$ cat config.mk
export PLATFORM = sky130hd
export DESIGN_NAME = seg7_scan_driver
export DESIGN_NICKNAME = d
export VERILOG_FILES = /design/src/rtl/seg7_scan_driver.sv
export SDC_FILE = /design/constraint.sdc
export NUM_CORES = 1
export LEC_CHECK = 0
export ABC_AREA = 1
export ABC_CLOCK_PERIOD_IN_PS = 1710
export CORE_UTILIZATION = 53
export CTS_BUF_LIST = sky130_fd_sc_hd__clkbuf_2
export DETAILED_ROUTE_END_ITERATION = 7
export PLACE_DENSITY = 0.84
export SYNTH_ARGS = -nofsm -noshare
export SYNTH_HDL_FRONTEND = slang
export SYNTH_SLANG_ARGS = --single-unit
$ cat constraint.sdc
create_clock -name clk -period 1.71 [get_ports clk]
set_input_delay 0.2565 -clock clk [delete_from_list [all_inputs] [get_ports clk]]
set_output_delay 0.2565 -clock clk [all_outputs]
set_load 0.02 [all_outputs]
$ cat src/rtl/seg7_scan_driver.sv
// seg7_scan_driver: time-multiplexed N-digit 7-segment driver with a double-buffered frame
module seg7_scan_driver #(
  parameter int NUM_DIGITS     = 6,
  parameter int SCAN_DIV       = 50000,
  parameter int BLINK_PERIOD   = 25000000,
  parameter bit SEG_ACTIVE_LOW = 1,
  parameter bit AN_ACTIVE_LOW  = 1
) (
  input  logic                          clk,
  input  logic                          reset,
  input  logic [4*NUM_DIGITS-1:0]       digits_in,
  input  logic [NUM_DIGITS-1:0]         dp_in,
  input  logic [NUM_DIGITS-1:0]         blank_in,
  input  logic [NUM_DIGITS-1:0]         blink_in,
  input  logic                          lz_en,
  input  logic                          load,
  output logic [6:0]                    seg_out,
  output logic                          dp_out,
  output logic [NUM_DIGITS-1:0]         an_out,
  output logic [$clog2(NUM_DIGITS)-1:0] scan_idx
);
  localparam int IW = $clog2(NUM_DIGITS);
  localparam int CW = $clog2(SCAN_DIV);
  localparam int BW = $clog2(BLINK_PERIOD + 1);
  localparam logic [CW-1:0] CNT_MAX = CW'(SCAN_DIV - 1);
  localparam logic [BW-1:0] BL_MAX = BW'(BLINK_PERIOD - 1);
  localparam logic [IW-1:0] IDX_MAX = IW'(NUM_DIGITS - 1);
  localparam logic [6:0] SEG_OFF = SEG_ACTIVE_LOW ? 7'h7F : 7'h00;
  localparam logic DP_OFF = SEG_ACTIVE_LOW;
  localparam logic [NUM_DIGITS-1:0] AN_OFF = {NUM_DIGITS{AN_ACTIVE_LOW}};
  localparam logic [NUM_DIGITS-1:0] ONE = 1;
  localparam logic [6:0] FONT [16] = '{7'h40, 7'h79, 7'h24, 7'h30, 7'h19, 7'h12, 7'h02, 7'h78,
                                       7'h00, 7'h10, 7'h08, 7'h03, 7'h46, 7'h21, 7'h06, 7'h0E};
  typedef struct packed {
    logic [4*NUM_DIGITS-1:0] dig;
    logic [NUM_DIGITS-1:0]   dp;
    logic [NUM_DIGITS-1:0]   blank;
    logic [NUM_DIGITS-1:0]   blink;
    logic                    lz;
  } frame_t;
  localparam frame_t FRAME_RST = '{dig: '0, dp: '0, blank: '1, blink: '0, lz: 1'b0};
  frame_t in_f, sh_q, sh_d, ac_q, ac_d;
  logic [CW-1:0] cnt_q, cnt_d;
  logic [IW-1:0] idx_q, idx_d;
  logic [BW-1:0] bcnt_q, bcnt_d;
  logic ph_q, ph_d, pend_q, pend_d;
  logic [6:0] seg_q, seg_d;
  logic dp_q, dp_d;
  logic [NUM_DIGITS-1:0] an_q, an_d, zs;
  logic [3:0] cur;
  logic wrap, swap, sup, z;
  always_comb begin
    in_f = '{dig: digits_in, dp: dp_in, blank: blank_in, blink: blink_in, lz: lz_en};
    wrap = cnt_q == CNT_MAX;
    cnt_d = wrap ? '0 : cnt_q + 1'b1;
    idx_d = !wrap ? idx_q : (idx_q == IDX_MAX ? '0 : idx_q + 1'b1);
    bcnt_d = bcnt_q == BL_MAX ? '0 : bcnt_q + 1'b1;
    ph_d = ph_q ^ (bcnt_q == BL_MAX);
    sh_d = load ? in_f : sh_q;
    swap = wrap && idx_q == IDX_MAX && (pend_q || load);
    ac_d = swap ? (load ? in_f : sh_q) : ac_q;
    pend_d = swap ? 1'b0 : (pend_q || load);
    z = 1'b1;
    zs = '0;
    for (int i = NUM_DIGITS - 1; i >= 0; i--) begin
      z = z && (ac_q.dig[4*i +: 4] == 4'h0);
      zs[i] = z;
    end
    cur = ac_q.dig[4*idx_q +: 4];
    sup = ac_q.blank[idx_q] || (ac_q.blink[idx_q] && ph_q) || (ac_q.lz && zs[idx_q] && idx_q != '0);
    seg_d = sup ? SEG_OFF : (SEG_ACTIVE_LOW ? FONT[cur] : ~FONT[cur]);
    dp_d = (sup || !ac_q.dp[idx_q]) ? DP_OFF : ~DP_OFF;
    an_d = (sup || cnt_q == '0) ? AN_OFF : AN_OFF ^ (ONE << idx_q);
  end
  always_ff @(posedge clk) begin
    if (reset) begin
      cnt_q  <= '0;
      idx_q  <= '0;
      bcnt_q <= '0;
      ph_q   <= 1'b0;
      pend_q <= 1'b0;
      sh_q   <= FRAME_RST;
      ac_q   <= FRAME_RST;
      seg_q  <= SEG_OFF;
      dp_q   <= DP_OFF;
      an_q   <= AN_OFF;
    end else begin
      cnt_q  <= cnt_d;
      idx_q  <= idx_d;
      bcnt_q <= bcnt_d;
      ph_q   <= ph_d;
      pend_q <= pend_d;
      sh_q   <= sh_d;
      ac_q   <= ac_d;
      seg_q  <= seg_d;
      dp_q   <= dp_d;
      an_q   <= an_d;
    end
  end
  assign seg_out  = seg_q;
  assign dp_out   = dp_q;
  assign an_out   = an_q;
  assign scan_idx = idx_q;
endmodule

==> out/metrics.cfg <==
[worst_setup_path]
worstSetupStartpointType = flip-flop
crit_fanout = 5
cp_num_buf_inv = 4
setup.worst_path.start = scan_idx[0]$_SDFFE_PP0N_
critPathCaptureType = flip-flop
slowest_stage = dfxtp_4
crit_family = simple AND/OR/NAND/NOR gates
cp_data_required_time_ps = 2390
criticalPathCategory = reg2reg
r2r-start = scan_idx[0]$_SDFFE_PP0N_
crit_path_cell_trace = buf_12 -> clkinv_8 -> nand2_4 -> nand2_2 -> nand2_2 -> nand2_2 -> a21oi_4 -> buf_4 -> ha_4 -> inv_1 -> nand2_1 -> nand2_1 -> nand2_1 -> nand3_1
critPathMaxStageDelay_ps = 430
arrival_ps = 2540

[synthesis]
yosysSeqAreaShare = 0.447
ys_types = 40
synth_warnings = 0
netlist_area_mm2 = 0.00654
post_synth.cell_area_avg_um2 = 7.66
synthCells = 854
ys_ff_latch = 146
synth_fp_nets = 910

[routing]
drt-total-wl_um = 15800
drtAntennaViolNets = 0
first_iter_violations = 421
vias_per_cell = 5.30
vias = 5894
wl_per_cell_um = 14.2
drc = 0
dr.pass1.iters = 5

[sta]
fin_ws_ps = -155
fmax_mhz = 536
finClkSkew_ps = 28.3
drv_slew = 0
setup_viol = 8
rsz0062_at_grt = yes
fin_crit_sh = 1.09
relSlewSlack = 0.667
post-route-min-period_ps = 1870
hold_violations = 0
max_slew.worst_pin.slew_ps = 499

[clocking]
htreeDepth = 4
clockBufferDepth = 2
clock-sinks = 146
cts_root_buf = clkbuf_2
numCtsBuffers = 17
clkSlewWorstSetupHoldPaths_ps = 220
cts_tree = built
clock_latency_ps = 740

[global_route]
grt_max_degree = 76
antenna_found_initial = 0
first_global_vias = 5104
grt_pass1_wl_um = 24000
gr-total-overflow = 0
grt_use_total = 0.235

[place]
hpwl_um = 10200
io_buffers = 62
preCtsSetupSlack_ps = -21.0
gp_congestion = 0.903

[die]
io_pins = 63
die_w_um = 113
dieHeight_um = 113
initial_utilization = 0.544
fp-row-count = 40
coreArea_mm2 = 0.0120
dieArea_mm2 = 0.0128

[outcome]
failed_checks = setup timing
status = finished with violations

[min_path]
min_path_type = in2reg
hold_path_startpoint = blank_in[2]

[cells_and_area]
layout-drive-gt1-share = 0.219
final_common_cell = nand2_1
final_cell_mix = 159 x nand2_1, 133 x dfxtp_1, 101 x nor2_1
nNetsFinal = 1009
area_growth_pct = 24.1
fillers = 940
antennaDiodeCount = 0

[power]
leakage_nw = 3.49
power.total_w = 0.00618
power.density_mw_per_mm2 = 762
peakVddDrop_uv = 755

[job]
drv_cap = 0

==> power breakdown <==
group | total, W | switching, W | internal (W)
Clock | 0.00208 | 0.00127 | 0.000804
Combinational | 0.000583 | 0.000300 | 0.000283
Sequential | 0.00352 | 0.0000308 | 0.00349
Total | 0.00618 | 0.00161 | 0.00458
==> through the flow <==
stage          hold slack [ps]  TNS (ps)   util  instances  area (um^2)
3_5_place_dp               448     -55.6  0.618       1062         7430
2_1_floorplan              404         0      -        854         6570
3_3_place_gp               442         0  0.618       1062         7430
6_report                  98.3      -786  0.676       1112         8120
4_1_cts                   57.3     -97.7  0.644       1098         7730
5_1_grt                   50.1     -2720  0.676       1112         8120
==> final cells by class <==
| type | instances | area (um^2) | area share |
|---|---|---|---|
| clock buffer | 17 | 85.1 | 0.0105 |
| clock inverter | 14 | 166 | 0.0205 |
| inverter | 94 | 373 | 0.0459 |
| multi-input combinational | 580 | 3250 | 0.401 |
| sequential | 146 | 2940 | 0.362 |
| tap | 147 | 184 | 0.0227 |
| timing repair buffer | 113 | 1100 | 0.136 |
| timing repair inverter | 1 | 8.76 | 0.00108 |
==> path summary, 6_finish.rpt <==
kind                                               to  slack (ps)  cells past startpoint
worst max-delay path            seg_out[3]$_SDFF_PP1_        -160                     14
worst min-delay path               sh_q[9]$_SDFF_PP1_         100                      3
worst max register to register  seg_out[3]$_SDFF_PP1_        -160                     14
worst min register to register    cnt_q[0]$_SDFF_PP0_         470                      1
==> synthesized netlist by cell type (all sizes together) <==
library cell / n / share of area
clkbuf: 6 / 0.0034
nor3b: 5 / 0.0057
nor3: 20 / 0.019
nand3b: 4 / 0.0046
mux2i: 37 / 0.057
a21oi: 31 / 0.026
dfxtp: 146 / 0.45
o21ai: 93 / 0.071
o21a: 3 / 0.0034
nand2: 182 / 0.11
buf: 28 / 0.033
nor4: 5 / 0.0048
ha: 10 / 0.019
or2: 4 / 0.0038
xor2: 7 / 0.0094
nor2: 110 / 0.067
a22o: 4 / 0.0054
clkinv: 1 / 0.00057
nand3: 50 / 0.043
inv: 93 / 0.054
nand4: 12 / 0.011
xnor2: 1 / 0.0013
a32o: 1 / 0.0015
o211ai: 1 / 0.0011
==> cells by family (layout without fill, tap and decap cells) <==
| family | Yosys count | after routing | share of synthesized area |
|---|---|---|---|
| compound gates | 133 | 133 | 0.109 |
| xor+xnor | 8 | 8 | 0.0107 |
| fa+ha+maj | 10 | 10 | 0.0191 |
| buf+inv | 128 | 239 | 0.0909 |
| flops | 146 | 146 | 0.447 |
| mux | 37 | 37 | 0.0566 |
| simple gates | 392 | 392 | 0.267 |
==> worst min-delay path, stage by stage <==
cell             delay (ps)
clkdlybuf4s50_1         400
nand2_1                  60
nand3_1                  90
==> timing repair <==
| item | CTS | global route |
|---|---|---|
| gates resized for setup | 45 | 94 |
| endpoints found under the hold margin | 45 | 0 |
| setup endpoints to repair | 22 | 96 |
| pin swaps | 1 | 16 |
| hold buffers | 2 | 0 |
| buffers inserted | 3 | 11 |
| gates cloned | 0 | 4 |
==> state kept, by name (all words and copies together) (netlist names) <==
register,flops
cnt_q,16
bcnt_q,25
pend_q,1
ph_q,1
ac_q,43
scan_idx,3
seg_out,7
sh_q,43
dp_out,1
an_out,6
==> layer usage <==
metal | GRT usage | wire length, um
met1 | 0.313 | 7230
met2 | 0.357 | 7330
met4 | 0.116 | 489
met3 | 0.0584 | 738
met5 | 0 | 0
(Power assumes the default switching activity.)
